[src/rtl/cdb_arbiter_pkg.sv]
// Shared CDB types: source-unit encoding, default lane count and the lane record.
package rv32i_types;

    localparam int CDB_LANES = 2;
    localparam int CDB_ROB_W = 5;

    typedef enum logic [1:0] {
        SRC_ALU = 2'd0,
        SRC_MUL = 2'd1,
        SRC_BR  = 2'd2,
        SRC_MEM = 2'd3
    } src_idx_e;

    typedef struct packed {
        logic                 valid;
        logic [31:0]          data;
        logic [4:0]           rd_addr;
        logic [CDB_ROB_W-1:0] rob_idx;
        logic                 regf_we;
        src_idx_e             src;
    } cdb_lane_t;

endpackage

[src/rtl/cdb_arbiter_wb.sv]
// wb_fifo: small synchronous FIFO buffering one functional unit's results.
module wb_fifo #(
    parameter int WIDTH = 38,
    parameter int DEPTH = 2
) (
    input  logic             clk,
    input  logic             rst,
    input  logic             clear,
    input  logic             push,
    input  logic             pop,
    input  logic [WIDTH-1:0] din,
    output logic             full,
    output logic             empty,
    output logic [WIDTH-1:0] head
);

    localparam int AW = $clog2(DEPTH);

    logic [WIDTH-1:0] mem [DEPTH];
    logic [AW-1:0]    rd_ptr;
    logic [AW-1:0]    wr_ptr;
    logic [AW:0]      count;
    logic             do_push;
    logic             do_pop;

    // Full is judged on the registered count only: a pop never frees a slot for a same-cycle push.
    assign full    = (count == (AW + 1)'(DEPTH));
    assign empty   = (count == '0);
    assign head    = mem[rd_ptr];
    assign do_push = push && !full;
    assign do_pop  = pop && !empty;

    always_ff @(posedge clk) begin
        if (rst || clear) begin
            rd_ptr <= '0;
            wr_ptr <= '0;
            count  <= '0;
        end else begin
            if (do_push) begin
                wr_ptr <= wr_ptr + AW'(1);
            end
            if (do_pop) begin
                rd_ptr <= rd_ptr + AW'(1);
            end
            unique case ({do_push, do_pop})
                2'b10:   count <= count + (AW + 1)'(1);
                2'b01:   count <= count - (AW + 1)'(1);
                default: count <= count;
            endcase
        end
    end

    always_ff @(posedge clk) begin
        if (do_push && !rst && !clear) begin
            mem[wr_ptr] <= din;
        end
    end

endmodule

[src/rtl/cdb_arbiter.sv]
// Common data bus producer: per-unit result FIFOs, round-robin grant onto registered CDB lanes.
module cdb_arbiter
    import rv32i_types::*;
#(
    parameter int NUM_SRC       = 4,
    parameter int LANES         = CDB_LANES,
    parameter int FIFO_DEPTH    = 2,
    parameter int ROB_IDX_WIDTH = 5
) (
    input  logic                                       clk,
    input  logic                                       rst,
    input  logic                                       flush,
    input  logic [NUM_SRC-1:0]                         src_valid,
    output logic [NUM_SRC-1:0]                         src_ready,
    input  logic [NUM_SRC-1:0][31:0]                   src_data,
    input  logic [NUM_SRC-1:0][4:0]                    src_rd_addr,
    input  logic [NUM_SRC-1:0][ROB_IDX_WIDTH-1:0]      src_rob_idx,
    input  logic [NUM_SRC-1:0]                         src_regf_we,
    output logic [LANES-1:0]                           cdb_valid,
    output logic [LANES-1:0][31:0]                     cdb_data,
    output logic [LANES-1:0][4:0]                      cdb_rd_addr,
    output logic [LANES-1:0][ROB_IDX_WIDTH-1:0]        cdb_rob_idx,
    output logic [LANES-1:0]                           cdb_regf_we,
    output logic [LANES-1:0][$clog2(NUM_SRC)-1:0]      cdb_src
);

    localparam int SRC_W   = $clog2(NUM_SRC);
    localparam int ENTRY_W = 32 + 5 + ROB_IDX_WIDTH + 1;

    logic [NUM_SRC-1:0]              fifo_full;
    logic [NUM_SRC-1:0]              fifo_empty;
    logic [NUM_SRC-1:0]              fifo_push;
    logic [NUM_SRC-1:0]              fifo_pop;
    logic [NUM_SRC-1:0][ENTRY_W-1:0] fifo_din;
    logic [NUM_SRC-1:0][ENTRY_W-1:0] fifo_head;

    logic [SRC_W-1:0]                rr_ptr;
    logic [SRC_W-1:0]                rr_ptr_nxt;
    logic [LANES-1:0]                lane_grant;
    logic [LANES-1:0][SRC_W-1:0]     lane_sel;
    logic [LANES-1:0][ENTRY_W-1:0]   lane_head;

    assign src_ready = ~fifo_full;
    assign fifo_push = src_valid & ~fifo_full;

    for (genvar s = 0; s < NUM_SRC; s++) begin : g_src
        assign fifo_din[s] = {src_data[s], src_rd_addr[s], src_rob_idx[s], src_regf_we[s]};

        wb_fifo #(
            .WIDTH (ENTRY_W),
            .DEPTH (FIFO_DEPTH)
        ) u_fifo (
            .clk   (clk),
            .rst   (rst),
            .clear (flush),
            .push  (fifo_push[s]),
            .pop   (fifo_pop[s]),
            .din   (fifo_din[s]),
            .full  (fifo_full[s]),
            .empty (fifo_empty[s]),
            .head  (fifo_head[s])
        );
    end

    // Scan from rr_ptr with wraparound; constant-index compares keep every select static.
    always_comb begin : arb
        int                 n_grant;
        int                 idx;
        logic               hit;
        logic [ENTRY_W-1:0] sel_head;

        fifo_pop   = '0;
        lane_grant = '0;
        lane_sel   = '0;
        lane_head  = '0;
        rr_ptr_nxt = rr_ptr;
        n_grant    = 0;
        idx        = 0;
        hit        = 1'b0;
        sel_head   = '0;

        for (int k = 0; k < NUM_SRC; k++) begin
            idx = int'(rr_ptr) + k;
            if (idx >= NUM_SRC) begin
                idx = idx - NUM_SRC;
            end

            hit      = 1'b0;
            sel_head = '0;
            for (int s = 0; s < NUM_SRC; s++) begin
                if (s == idx) begin
                    hit      = !fifo_empty[s];
                    sel_head = fifo_head[s];
                end
            end

            if (hit && (n_grant < LANES)) begin
                for (int s = 0; s < NUM_SRC; s++) begin
                    if (s == idx) begin
                        fifo_pop[s] = 1'b1;
                    end
                end
                for (int l = 0; l < LANES; l++) begin
                    if (l == n_grant) begin
                        lane_grant[l] = 1'b1;
                        lane_sel[l]   = SRC_W'(idx);
                        lane_head[l]  = sel_head;
                    end
                end
                rr_ptr_nxt = (idx + 1 == NUM_SRC) ? '0 : SRC_W'(idx + 1);
                n_grant    = n_grant + 1;
            end
        end
    end

    always_ff @(posedge clk) begin
        if (rst) begin
            rr_ptr      <= '0;
            cdb_valid   <= '0;
            cdb_data    <= '0;
            cdb_rd_addr <= '0;
            cdb_rob_idx <= '0;
            cdb_regf_we <= '0;
            cdb_src     <= '0;
        end else if (flush) begin
            rr_ptr    <= '0;
            cdb_valid <= '0;
        end else begin
            rr_ptr    <= rr_ptr_nxt;
            cdb_valid <= lane_grant;
            // Idle lanes keep stale payload; consumers qualify everything with cdb_valid.
            for (int l = 0; l < LANES; l++) begin
                if (lane_grant[l]) begin
                    cdb_data[l]    <= lane_head[l][ENTRY_W-1 -: 32];
                    cdb_rd_addr[l] <= lane_head[l][ROB_IDX_WIDTH+5 -: 5];
                    cdb_rob_idx[l] <= lane_head[l][ROB_IDX_WIDTH:1];
                    cdb_regf_we[l] <= lane_head[l][0];
                    cdb_src[l]     <= lane_sel[l];
                end
            end
        end
    end

endmodule

[config.mk]
export PLATFORM = sky130hd
export DESIGN_NAME = cdb_arbiter
export DESIGN_NICKNAME = d
export VERILOG_FILES = /design/src/rtl/cdb_arbiter_pkg.sv /design/src/rtl/cdb_arbiter_wb.sv /design/src/rtl/cdb_arbiter.sv
export SDC_FILE = /design/constraint.sdc
export NUM_CORES = 1
export LEC_CHECK = 0
export ABC_AREA = 1
export CAP_MARGIN = 20
export CORE_ASPECT_RATIO = 0.5
export CORE_MARGIN = 2
export CORE_UTILIZATION = 39
export CTS_CLUSTER_DIAMETER = 100
export DETAILED_ROUTE_END_ITERATION = 10
export REMOVE_ABC_BUFFERS = 1
export SYNTH_ARGS = -nofsm -noshare
export SYNTH_HDL_FRONTEND = slang
export SYNTH_SLANG_ARGS = --single-unit
[constraint.sdc]
create_clock -name clk -period 8.4 [get_ports clk]
set_input_delay 1.68 -clock clk [delete_from_list [all_inputs] [get_ports clk]]
set_output_delay 1.68 -clock clk [all_outputs]
set_load 0.01 [all_outputs]
=== Word level (Yosys, flattened, before mapping) ===
Memory sizes are Yosys's and may differ from the RTL's. A register that Yosys moved wholly into a read port is not among the register bits.
Index checks and enable logic that the tools add are counted.

* Bits in registers: 110
* Memory bits (writable): 344
* Input bits: 179
* Output and inout port bits: 96
* Word-level logic and storage cells: 264
* Memories: 4

{| class="wikitable"
|+ Memory list
! memory !! words !! bits a word !! read ports !! clocked after Yosys merged registers in !! wr ports !! line !! text
|-
| g_src[0].u_fifo.mem || 2 || 43 || 1 || 1 || 1 || cdb_arbiter_wb.sv:19 || <nowiki>logic [WIDTH-1:0] mem [DEPTH];</nowiki>
|-
| g_src[1].u_fifo.mem || 2 || 43 || 1 || 1 || 1 || cdb_arbiter_wb.sv:19 ||
|-
| g_src[2].u_fifo.mem || 2 || 43 || 1 || 1 || 1 || cdb_arbiter_wb.sv:19 ||
|-
| g_src[3].u_fifo.mem || 2 || 43 || 1 || 1 || 1 || cdb_arbiter_wb.sv:19 ||
|}

* Add/sub/neg operators: 29
* $lt $le $gt $ge: 7
* Equality and inequality tests: 31
* Multiplexer cells: 117
* Bitwise logic cells: 3
* Reductions and logical operators: 49

{| class="wikitable"
|+ Operators with widths
! operator !! number
|-
| $mux 43 || 23
|-
| $mux 86 || 3
|-
| $eq 3x32->1 const A || 8
|-
| $eq 2x32->1 const A || 7
|-
| $logic_not 32->1 || 7
|-
| $add 32x2->32 const B || 6
|-
| $mux 32 || 6
|-
| $eq 32x4->1 const B || 4
|-
| $lt 32x3->1 const B || 3
|-
| $mux 1 || 56
|-
| $mux 2 || 18
|-
| $mux 4 || 7
|-
| $logic_and 1x1->1 || 19
|-
| $eq 2x2->1 const B || 8
|-
| $pmux 2 s2 || 4
|-
| $sub 3x3->4 const B || 3
|-
| $logic_not 1->1 || 10
|-
| $ge 3x3->1 const B || 3
|-
| $add 1x1->1 const B || 8
|-
| $add 2x1->2 const B || 4
|-
| $eq 2x1->1 const B || 4
|-
| $logic_not 2->1 || 4
|-
| $reduce_bool 2->1 || 4
|-
| $sub 2x1->2 const B || 4
|-
| 11 further kinds || 13
|}

=== Logic depth before layout (Yosys ltp) ===
Gate-level depths: netlist of run 1.

* Depth in word-level cells: 20
* Mapped depth: 25
* Mapped depth without buffers: 24

=== Hierarchy ===
A second synthesis of run 1 with hierarchy kept.

* Cell total of the unflattened synthesis: 3027
* Area, all modules: 26644.3 µm²

{| class="wikitable"
|+ Modules (own cells, without submodules)
! module !! instances !! cells an instance !! area an instance (µm²) !! sequential area each (µm²)
|-
| wb_fifo || 4 || 173 || 3570.9 || 2682.6
|-
| cdb_arbiter || 1 || 2335 || 12360.6 || 1881.8
|}

=== Worst setup path before layout of run 1 ===
No wires, ideal clock.

* Path kind: input port to flip-flop
* Start point: in rst
* End point: mem g_src[0].u_fifo.mem[1][0] in the netlist's numbering (enable)
* Library setup time: 0.497 ns
* Arrival time: 5.503 ns
* Required time: 7.903 ns
* Setup slack: 2.400 ns
* Stages: 5
* Buffers on the path: 2
* Cell sequence: clkbuf_1 nor2_1 inv_1 clkbuf_1 nor3_1

* Longest elaborated chain between the ends: 5

{| class="wikitable"
|+ Ends and longest elaborated chain
! what !! line !! text
|-
| start, declared || cdb_arbiter.sv:11 || <nowiki>input logic rst,</nowiki>
|-
| $logic_not 1->1 || cdb_arbiter_wb.sv:54 || <nowiki>if (do_push && !rst && !clear) begin</nowiki>
|-
| $logic_and 1x1->1 (2 in series) || cdb_arbiter_wb.sv:54 ||
|-
| $mux 1 || cdb_arbiter_wb.sv:54 ||
|-
| $mux 1 (not written as such) || cdb_arbiter_wb.sv:55 || <nowiki>mem[wr_ptr] <= din;</nowiki>
|-
| end, declared || cdb_arbiter_wb.sv:19 ||
|}

No other way between the ends.

=== Worst setup path in the final report of run 1 ===
* Start point: reg rr_ptr[0]
* End point: reg cdb_data[30] in the netlist's numbering

* Longest elaborated chain between the ends: 18
* Elaborated cells on any way between the ends: 92
* Those cells by class: add/sub (9); order compare (7); eq/ne (12); mux (53); reduce/logical (11)

{| class="wikitable"
|+ Ends and longest elaborated chain
! what !! line !! text
|-
| start, declared || cdb_arbiter.sv:37 || <nowiki>logic [SRC_W-1:0] rr_ptr;</nowiki>
|-
| start signal, assigned || cdb_arbiter.sv:129 || <nowiki>rr_ptr <= rr_ptr_nxt;</nowiki>
|-
| $sub 2x3->4 or $ge 2x3->1 (tied branches) || cdb_arbiter.sv:85, cdb_arbiter.sv:84 ||
|-
| $mux 32 || cdb_arbiter.sv:84 || <nowiki>if (idx >= NUM_SRC) begin</nowiki>
|-
| $logic_not 32->1 || cdb_arbiter.sv:91 || <nowiki>if (s == idx) begin</nowiki>
|-
| $mux 1 (4 in series) || cdb_arbiter.sv:91 ||
|-
| $mux 1 || cdb_arbiter.sv:97 || <nowiki>if (hit && (n_grant < LANES)) begin</nowiki>
|-
| $lt 32x3->1 || cdb_arbiter.sv:97 ||
|-
| $logic_and 1x1->1 || cdb_arbiter.sv:97 ||
|-
| $mux 32 || cdb_arbiter.sv:97 ||
|-
| $lt 32x3->1 || cdb_arbiter.sv:97 ||
|-
| $logic_and 1x1->1 || cdb_arbiter.sv:97 ||
|-
| $mux 32 || cdb_arbiter.sv:97 ||
|-
| $lt 32x3->1 or $logic_not 32->1 (tied branches) || cdb_arbiter.sv:97, cdb_arbiter.sv:104 ||
|-
| $logic_and 1x1->1 or $mux 1 (tied branches) || cdb_arbiter.sv:97, cdb_arbiter.sv:104 ||
|-
| $mux 2 || cdb_arbiter.sv:97 ||
|-
| $reduce_and 2->1 (no line) || n/a ||
|-
| end signal, assigned by index || cdb_arbiter.sv:134 || <nowiki>cdb_data[l] <= lane_head[l][ENTRY_W-1 -: 32];</nowiki>
|-
| end, declared || cdb_arbiter.sv:20 || <nowiki>output logic [LANES-1:0][31:0] cdb_data,</nowiki>
|}

Several ways; a longest one is shown, not always the timed one.
A chain may end at the register's enable or synchronous reset.

==> results.md, run 1 <==
Synthesis:
- Summing every instance area after synthesis gives 0.0267 mm^2.
- Summing the areas of all fa, ha and maj instances in the mapped netlist gives 0.872% of the synthesized area.
- Ranked by total cell area, the synthesized netlist is headed by sky130_fd_sc_hd__edfxtp_1 39%, sky130_fd_sc_hd__nand2_1 20%, sky130_fd_sc_hd__nand3_1 10%, sky130_fd_sc_hd__dfxtp_1 8.6%, sky130_fd_sc_hd__nor2_1 3.9%.
- The cell taking the most area after synthesis is sky130_fd_sc_hd__edfxtp_1.
- The number of different library cells used by synthesis comes to 41.
- Synthesis produced a netlist whose cell count is 3,725.
- The flop and latch count out of synthesis is 458.
- By area, the combinational part of the netlist is dominated by simple AND/OR/NAND/NOR gates.
- The synthesized netlist devotes 7.06% of its cell area to compound gates.
- The predominant post-synthesis flop cell is sky130_fd_sc_hd__edfxtp_1.
- Of the post-synthesis cell area, the dominant cell type holds 38.7%.
- The area share of xor/xnor cells in the synthesized design is 0%.
- Counting flops with a built-in enable in the synthesized netlist gives 344.
- After synthesis, the share of flip-flops with an asynchronous set or reset is 0%.
- Of the total synthesized cell area, the portion taken by AND, OR, NAND and NOR gates is 37.3%.
- The share of cell area taken by muxes after synthesis is 0%.
- The share of the Yosys chip area taken by registers is 47.3%.
- Sorting the synthesized cells by how often they occur yields 1,452 x sky130_fd_sc_hd__nand2_1, 545 x sky130_fd_sc_hd__nand3_1, 344 x sky130_fd_sc_hd__edfxtp_1, 278 x sky130_fd_sc_hd__nor2_1, 250 x sky130_fd_sc_hd__inv_1.
- The most repeated cell in the gate-level netlist after synthesis is sky130_fd_sc_hd__nand2_1.
- The mean area per synthesized cell is 7.16 um^2.
- The warning count from the yosys run is 0.

Power and ir drop:
- Power spread over the standard cell area amounts to 328 mW/mm^2.
- Across the VDD grid, the largest voltage drop is 0.000277 V.
- For this design the static power due to leakage is 13.3 nW.

Clock network:
- TritonCTS built the clock tree.
- The post-CTS clock slew at the launch and capture registers of the worst setup and hold paths is 0.06 ns.
- TritonCTS created 46 clock buffers.
- The clock reaches the later pin of the worst-skew pair after 0.59 ns.
- The post-CTS resize count is 0.
- The total number of H-tree levels is 2.
- The number of clock sinks seen by CTS is 458.
- The tree is rooted in a sky130_fd_sc_hd__clkbuf_16.
- Buffers inserted to repair hold after CTS numbered 0.
- Post-CTS timing repair inserted 0 buffers for setup.
- The maximum count of clock buffers along a single path is 3.

Global route:
- The number of antenna violations at the first check in global routing is 0.
- The total routing resource utilization after global routing is 27.3%.
- The number of global-route vias before repair is 24,300.
- The first global-routing pass estimated 147,000 um of wire.
- Summed over all layers, the global routing overflow is 0.
- Entering global routing, the biggest net connects 91 pins.

Layout:
- For this run, the share of the core covered by cells in the final layout is 46.9%.
- From synthesis to final layout, the design area changed by 18.4%.
- The area occupied by registers is 0.0126 mm^2.
- Fill cells in the final layout number 6,581.
- The count of antenna diodes in the layout is 0.
- The multi-input combinational cells in the finished layout cover a total of 0.0122 mm^2.
- Of the cells placed in the final design, the portion with a size suffix greater than 1 is 5.01%.
- The post-layout net count is 4,055.

Timing:
- The setup violation total in the final timing report is 0.
- After layout, the minimum clock period comes to 7.31 ns.
- The worst path uses 87.0% of the clock period.
- The number of max-slew violations in the final report is 0.
- Setup repair after global routing left no endpoint under its margin.
- The post-route worst hold slack is 0.465 ns.
- The count of final hold-check violations is 0.
- The highest achievable clock rate is 137 MHz.
- The final setup skew is 0.0286 ns.
- Measured against its own limit, the worst slew margin works out to 22.6%.
- The pin slew with the least headroom to its limit is 1.16 ns.

Setup path:
- The worst-path cell with the longest stage delay is sky130_fd_sc_hd__nand2_4.
- The critical path depth in cells is 18.
- The cell family contributing the most delay on the critical path is simple AND/OR/NAND/NOR gates.
- At the worst endpoint, the required time is 8.86 ns.
- The data arrival time of the worst path is 7.77 ns.
- In this run the worst path has a maximum fanout of 60.
- The critical setup path kind is reg2reg.
- The startpoint kind of the worst setup timing path is a flop.
- The length in cells of the worst reg-to-reg path is 18.
- The critical path goes through clkinv_1, ha_4, clkinv_2, nand3_1, nand2_1, nand2_2, ha_1, a21oi_1, nand2_2, inv_1, fa_1, a21oi_2, a21boi_4, nand4_2, nand2_4, nand2_4, inv_2, a21oi_1.
- In this design, the stage delay of the slowest critical-path cell is 0.92 ns.
- Counting both buffers and inverters, the worst setup path holds a total of 4.
- The worst setup path is captured at a flop.

Floorplanning:
- The die width is 374 um.
- The initial core utilization is 39.6%.
- In this run the core area contains 67 standard-cell rows.
- The die covers 0.0707 mm^2.
- The top-level I/O count is 275.
- In this run the vertical extent of the chip is 189 um.
- After floorplanning, the core was sized to cover 0.0673 mm^2.

Placement:
- The congestion estimate from routability-driven global placement came to 0.913.
- The count of input and output buffers is 274.
- After legalization and detailed placement, the total HPWL measured 59,800 um.

Detailed routing:
- The post-route antenna net violation count is 0.
- The DRC violation count after routing is 0.
- The first detailed-routing pass ran for 6 iterations.
- The wire length reported by the detailed router is 98,900 um.
- The wire length per cell after detailed routing is 20.6 um.
- The first routing iteration left 2,662 violations.
- The routed layout has 25,900 vias.
- The post-detailed-route via-to-cell ratio is 5.41.

Worst hold path:
- The worst hold path belongs to the class reg2reg.
- The number of cells on the worst hold path is 2.

Status:
- The flow ran to the end, and the final reports show no timing, DRC or antenna violations.

Run:
- The number of max-cap violations is 0.
-- kinds of logic after synthesis --
group           Yosys count
buf+inv                 497
compound gates          359
simple gates           2393
fa+ha+maj                18
flops                   458
-- sequential cells by signal (all words and copies together), names as in the netlist, named ones only --
signal	count
cdb_data	64
cdb_rd_addr	10
cdb_regf_we	2
cdb_rob_idx	10
cdb_src	4
cdb_valid	2
g_src.u_fifo.count	8
g_src.u_fifo.mem	344
g_src.u_fifo.rd_ptr	4
g_src.u_fifo.wr_ptr	4
rr_ptr	2
-- routing by layer --
| layer | up-vias | routed length, um | global-route usage, % |
|---|---|---|---|
| met4 | 0 | 4370 | 11.9 |
| li1 | 12400 | - | - |
| met5 | - | 0 | 0 |
| met1 | 12100 | 40700 | 35.7 |
| met3 | 231 | 8490 | 4.49 |
| met2 | 1224 | 45300 | 44.8 |
-- metrics by stage --
stage          area [um^2]  TNS (ns)  power (mW)  cells  setup slack (ns)
3_5_place_dp         30000         0        8.16   4705              1.24
5_1_grt              31600         0        11.0   4792             0.744
6_report             31600         0        10.4   4792              1.09
3_3_place_gp         30000         0        8.12   4704              1.46
4_1_cts              31500         0        10.3   4790              1.25
2_1_floorplan        25700    -66.44        6.22   3486            -0.903
-- cells in the final DEF (no fill, tap or decap), types with 2 or more instances in the layout --
master / count
sky130_fd_sc_hd__a21boi_0: 14
sky130_fd_sc_hd__a21oi_1: 185
sky130_fd_sc_hd__a21oi_2: 2
sky130_fd_sc_hd__and2_0: 5
sky130_fd_sc_hd__and2_1: 18
sky130_fd_sc_hd__buf_4: 48
sky130_fd_sc_hd__bufinv_16: 4
sky130_fd_sc_hd__clkbuf_1: 6
sky130_fd_sc_hd__clkbuf_16: 47
sky130_fd_sc_hd__clkbuf_8: 2
sky130_fd_sc_hd__clkdlybuf4s50_1: 273
sky130_fd_sc_hd__clkinv_1: 12
sky130_fd_sc_hd__clkinv_2: 9
sky130_fd_sc_hd__clkinvlp_4: 7
sky130_fd_sc_hd__dfxtp_1: 110
sky130_fd_sc_hd__dfxtp_2: 4
sky130_fd_sc_hd__edfxtp_1: 344
sky130_fd_sc_hd__ha_1: 13
sky130_fd_sc_hd__ha_4: 4
sky130_fd_sc_hd__inv_1: 246
sky130_fd_sc_hd__inv_2: 7
sky130_fd_sc_hd__inv_6: 2
sky130_fd_sc_hd__nand2_1: 1452
sky130_fd_sc_hd__nand2_2: 3
sky130_fd_sc_hd__nand2_4: 4
sky130_fd_sc_hd__nand3_1: 543
sky130_fd_sc_hd__nand3_2: 3
sky130_fd_sc_hd__nand4_1: 2
sky130_fd_sc_hd__nand4_2: 2
sky130_fd_sc_hd__nor2_1: 273
sky130_fd_sc_hd__nor2_2: 2
sky130_fd_sc_hd__nor2_4: 10
sky130_fd_sc_hd__nor3_1: 44
sky130_fd_sc_hd__nor3_2: 4
sky130_fd_sc_hd__o211ai_1: 3
sky130_fd_sc_hd__o21a_1: 4
sky130_fd_sc_hd__o21ai_0: 143
sky130_fd_sc_hd__o21bai_1: 3
sky130_fd_sc_hd__or2_2: 23
-- path summary, 6_finish.rpt --
path	from	end	slack, ns
hold / removal	g_src[3].u_fifo.wr_ptr	g_src[3].u_fifo.wr_ptr	0.47
setup / recovery	rr_ptr[0]	cdb_data[30]	1.09
setup reg to reg	rr_ptr[0]	cdb_data[30]	1.09
hold reg to reg	g_src[3].u_fifo.wr_ptr	g_src[3].u_fifo.wr_ptr	0.47
-- where the power goes --
group	total (mW)	switching (mW)	internal [mW]
Clock	2.09	0.927	1.17
Sequential	2.78	0.171	2.61
Combinational	5.47	3.78	1.70
Total	10.4	4.88	5.47
-- worst reg2reg max path, cell delays in order (launching register included) --
cell and delay, ns:
sky130_fd_sc_hd__dfxtp_1 0.42, sky130_fd_sc_hd__clkinv_1 0.32, sky130_fd_sc_hd__ha_4 0.80, sky130_fd_sc_hd__clkinv_2 0.81
sky130_fd_sc_hd__nand3_1 0.42, sky130_fd_sc_hd__nand2_1 0.10, sky130_fd_sc_hd__nand2_2 0.08, sky130_fd_sc_hd__ha_1 0.16
sky130_fd_sc_hd__a21oi_1 0.13, sky130_fd_sc_hd__nand2_2 0.22, sky130_fd_sc_hd__inv_1 0.12, sky130_fd_sc_hd__fa_1 0.41
sky130_fd_sc_hd__a21oi_2 0.21, sky130_fd_sc_hd__a21boi_4 0.32, sky130_fd_sc_hd__nand4_2 0.77, sky130_fd_sc_hd__nand2_4 0.92
sky130_fd_sc_hd__nand2_4 0.44, sky130_fd_sc_hd__inv_2 0.41, sky130_fd_sc_hd__a21oi_1 0.14
-- layout make-up --
type                    count  share of cell area (%)
inverters                 258                    3.09
multi-input cells        2770                    38.7
repair buffers            324                    9.96
flip-flops and latches    458                    40.0
clock inverters            30                   0.828
clock buffers              55                    3.88
well taps                 897                    3.55
Power figures use the tool's default switching activity.
==> run 2: changes to the inputs <==
--- a/config.mk
+++ b/config.mk
@@ -12,6 +12,7 @@
 export CORE_UTILIZATION = 39
 export CTS_CLUSTER_DIAMETER = 100
 export DETAILED_ROUTE_END_ITERATION = 10
+export PLACE_DENSITY_LB_ADDON = 0.15
 export REMOVE_ABC_BUFFERS = 1
 export SYNTH_ARGS = -nofsm -noshare
 export SYNTH_HDL_FRONTEND = slang
==> results.md, run 2 (synthesis results as in run 1) <==
Setup path:
- The worst setup path is launched from a flop.
- The minimum setup slack among reg-to-reg paths came to 2.34 ns (+1.25 ns).
- The critical path depth in cells is 18 (unchanged).
- The critical setup path kind is reg2reg.
- The delay of the slowest cell on the worst path is 0.58 ns (-0.34 ns).
- Walking the worst path, the cells encountered are clkinv_1, ha_4, buf_4, a21oi_1, nand2_1, nand2_2, ha_1, a21oi_1, nand2_2, inv_1, fa_1, a21oi_2, a21boi_4, nand4_2, nand2_4, nand2_4, inv_2, a21oi_1.
- The startpoint of the most critical register-to-register path is rr_ptr[0].
- The length in cells of the worst reg-to-reg path is 18 (unchanged).
- The most critical setup path has its startpoint at rr_ptr[0].
- The capturing element of the worst setup path is cdb_data[23].
- The worst-path cell with the longest stage delay is sky130_fd_sc_hd__nand2_4.
- In this run the critical register-to-register path is captured at cdb_data[23].
- The data arrival time of the worst path came to 6.53 ns (-1.24 ns).
- The combined buffer and inverter count along the critical path came to 4 (unchanged).
- The top fanout value on the critical path came to 70 (+17%).
- The worst setup path is captured at a flop.
- The required time at the worst-slack endpoint is 8.86 ns (about the same).
- By instance count, the cell type seen most on the critical path is sky130_fd_sc_hd__a21oi_1.
- The kind of cell adding the most delay to the critical path is simple AND/OR/NAND/NOR gates.

Timing:
- The pin slew with the least headroom to its limit is 1.20 ns (+0.0366 ns).
- The aggregate negative setup slack is 0 ns (unchanged).
- Setup repair after global routing left no endpoint under its margin.
- The post-route minimum period came to 6.06 ns (-1.25 ns).
- The final critical-path share of the clock period is 72.2% (-15 points).
- The setup violation total in the final timing report is 0 (unchanged).
- The tightest slew margin relative to the limit was 20.1% (-2.5 points).
- The final setup skew was 0.0182 ns (-0.0104 ns).
- The count of final hold-check violations is 0 (unchanged).
- The highest achievable clock rate is 165 MHz (+21%).
- The number of max-slew violations in the final report is 0 (unchanged).

Clock network:
- The cell at the root of the clock tree is sky130_fd_sc_hd__clkbuf_16.
- The insertion delay to the later sink of the worst-skew pair is 0.59 ns (about the same).
- The total number of H-tree levels came to 2 (unchanged).
- The post-CTS resize count came to 0 (unchanged).
- The maximum count of clock buffers along a single path is 3 (unchanged).
- The number of hold buffers added after cts was 0 (unchanged).
- The number of clock sinks seen by CTS came to 458 (unchanged).
- The number of buffers created by CTS is 45 (-2.2%).
- The number of buffers added for setup after CTS was 0 (unchanged).
- The post-CTS clock slew at the launch and capture registers of the worst setup and hold paths is 0.07 ns (about the same).
- TritonCTS built the clock tree.

Layout:
- The number of standard cells in the layout, taps in and fillers out came to 4,794 (+0.042%).
- The post-layout net count is 4,057 (+0.049%).
- The area of the multi-input gates was 0.0122 mm^2 (about the same).
- The summed area of non-filler cells in the final layout is 0.0316 mm^2 (about the same).
- The most common cell after layout, fill and taps aside is sky130_fd_sc_hd__nand2_1.
- In the final layout, the registers with the most flip-flops are g_src.u_fifo.mem x344, cdb_data x64.
- The layout overhead on the synthesized area came to 18.4% (about the same).
- The share of cells above drive strength 1 is 4.98% (-0.028 points).
- The count of antenna diodes in the layout came to 0 (unchanged).
- In the layout the commonest cells are 1,452 x sky130_fd_sc_hd__nand2_1, 543 x sky130_fd_sc_hd__nand3_1, 344 x sky130_fd_sc_hd__edfxtp_1.
- The area occupied by registers was 0.0126 mm^2 (unchanged).
- The largest register by flop count is g_src.u_fifo.mem.
- The count of fill cells added during filler insertion came to 6,692 (+1.7%).
- The number of flip-flops under the largest register name is 344 (unchanged).

Detailed routing:
- The first-iteration detailed-routing DRC count is 2,667 (+0.19%).
- The post-detailed-route via-to-cell ratio is 5.42 (+0.17%).
- The number of vias in the routed layout was 26,000 (+0.21%).
- The post-route antenna net violation count is 0 (unchanged).
- The wire length per cell after detailed routing was 21.4 um (+3.7%).
- The wire length reported by the detailed router is 103,000 um (+3.7%).
- The first-pass iteration count of the detailed router is 6 (unchanged).
- The DRC violation count after routing is 0 (unchanged).

Global route:
- The wire length of the first global-routing pass was 151,000 um (+2.9%).
- The total routing resource utilization after global routing was 28.3% (+1.0 points).
- The number of global-route vias before repair is 24,100 (-1.1%).
- The aggregate global routing overflow is 0 (unchanged).
- The number of antenna violations at the first check in global routing came to 0 (unchanged).
- The maximum number of pins on one net before global-route repair is 94 (+3.3%).

Placement:
- The count of input and output buffers is 274 (unchanged).
- The cell area after placement is 0.0301 mm^2 (+0.11%).
- The number of cells after detailed placement was 4,708 (+0.064%).
- The HPWL reported at the end of detailed placement was 59,600 um (-0.32%).
- The final estimated routing congestion in global placement was 0.871 (-4.7%).

Floorplanning:
- The core area is 0.0673 mm^2 (unchanged).
- The top-level I/O count came to 275 (unchanged).
- The initial core utilization is 39.6% (unchanged).
- The die outline area is 0.0707 mm^2 (unchanged).
- The floorplan row count is 67 (unchanged).
- The die span in y is 189 um (unchanged).
- The die width was 374 um (unchanged).

Power and ir drop:
- The total design power came to 10.5 mW (+0.98%).
- The static leakage is 13.4 nW (+0.10%).
- The worst IR drop on VDD is 0.000320 V (+15%).
- The cell area power density is 331 mW/mm^2 (+0.91%).

Worst hold path:
- The path category of the worst min-delay check is reg2reg.

Run:
- The number of max-cap violations is 0 (unchanged).

Status:
- The flow ran to the end, and the final reports show no timing, DRC or antenna violations.
## run 2: layer usage
| layer | global-route usage, % | routed length [um] | vias up |
|---|---|---|---|
| met2 | 45.7 | 46400 | 1289 |
| met5 | 0 | 0 | - |
| met4 | 10.6 | 3980 | 0 |
| li1 | - | - | 12400 |
| met1 | 38.5 | 42900 | 12100 |
| met3 | 4.28 | 9300 | 210 |
## run 2: power breakdown
group          switching, mW  internal (mW)
Sequential             0.170           2.61
Combinational           3.85           1.70
Clock                  0.937           1.19
## run 2: metrics by stage
stage | util, % | hold slack (ns) | worst slack [ns]
2_1_floorplan | - | 0.440 | -0.903
3_3_place_gp | 44.7 | 0.448 | 2.60
3_5_place_dp | 44.7 | 0.458 | 2.51
4_1_cts | 46.9 | 0.468 | 2.47
5_1_grt | 46.9 | 0.496 | 1.97
6_report | 46.9 | 0.464 | 2.34
## run 2: layout make-up
| type | instances | share of cell area [%] |
|---|---|---|
| clock buffers | 68 | 4.08 |
| well taps | 897 | 3.55 |
| inverters | 258 | 3.08 |
| clock inverters | 16 | 0.618 |
| flip-flops and latches | 458 | 39.9 |
| repair buffers | 327 | 10.0 |
| multi-input cells | 2770 | 38.7 |
## run 2: worst min-delay path by stage
stage	start	to	slack [ns]	depth (start not counted)
6_report	g_src[0].u_fifo.wr_ptr	g_src[0].u_fifo.wr_ptr	0.46	2
3_5_place_dp	g_src[3].u_fifo.wr_ptr	g_src[3].u_fifo.wr_ptr	0.46	2
5_1_grt	g_src[3].u_fifo.wr_ptr	g_src[3].u_fifo.wr_ptr	0.50	2
2_1_floorplan	g_src[0].u_fifo.wr_ptr	g_src[0].u_fifo.wr_ptr	0.44	2
3_3_place_gp	g_src[1].u_fifo.wr_ptr	g_src[1].u_fifo.wr_ptr	0.45	2
4_1_cts	g_src[0].u_fifo.wr_ptr	g_src[0].u_fifo.wr_ptr	0.47	2
## run 2: worst min-delay path: stages (launching register included)
cell	delay [ns]
sky130_fd_sc_hd__dfxtp_1	0.31
sky130_fd_sc_hd__nand2_1	0.06
sky130_fd_sc_hd__a21oi_1	0.05
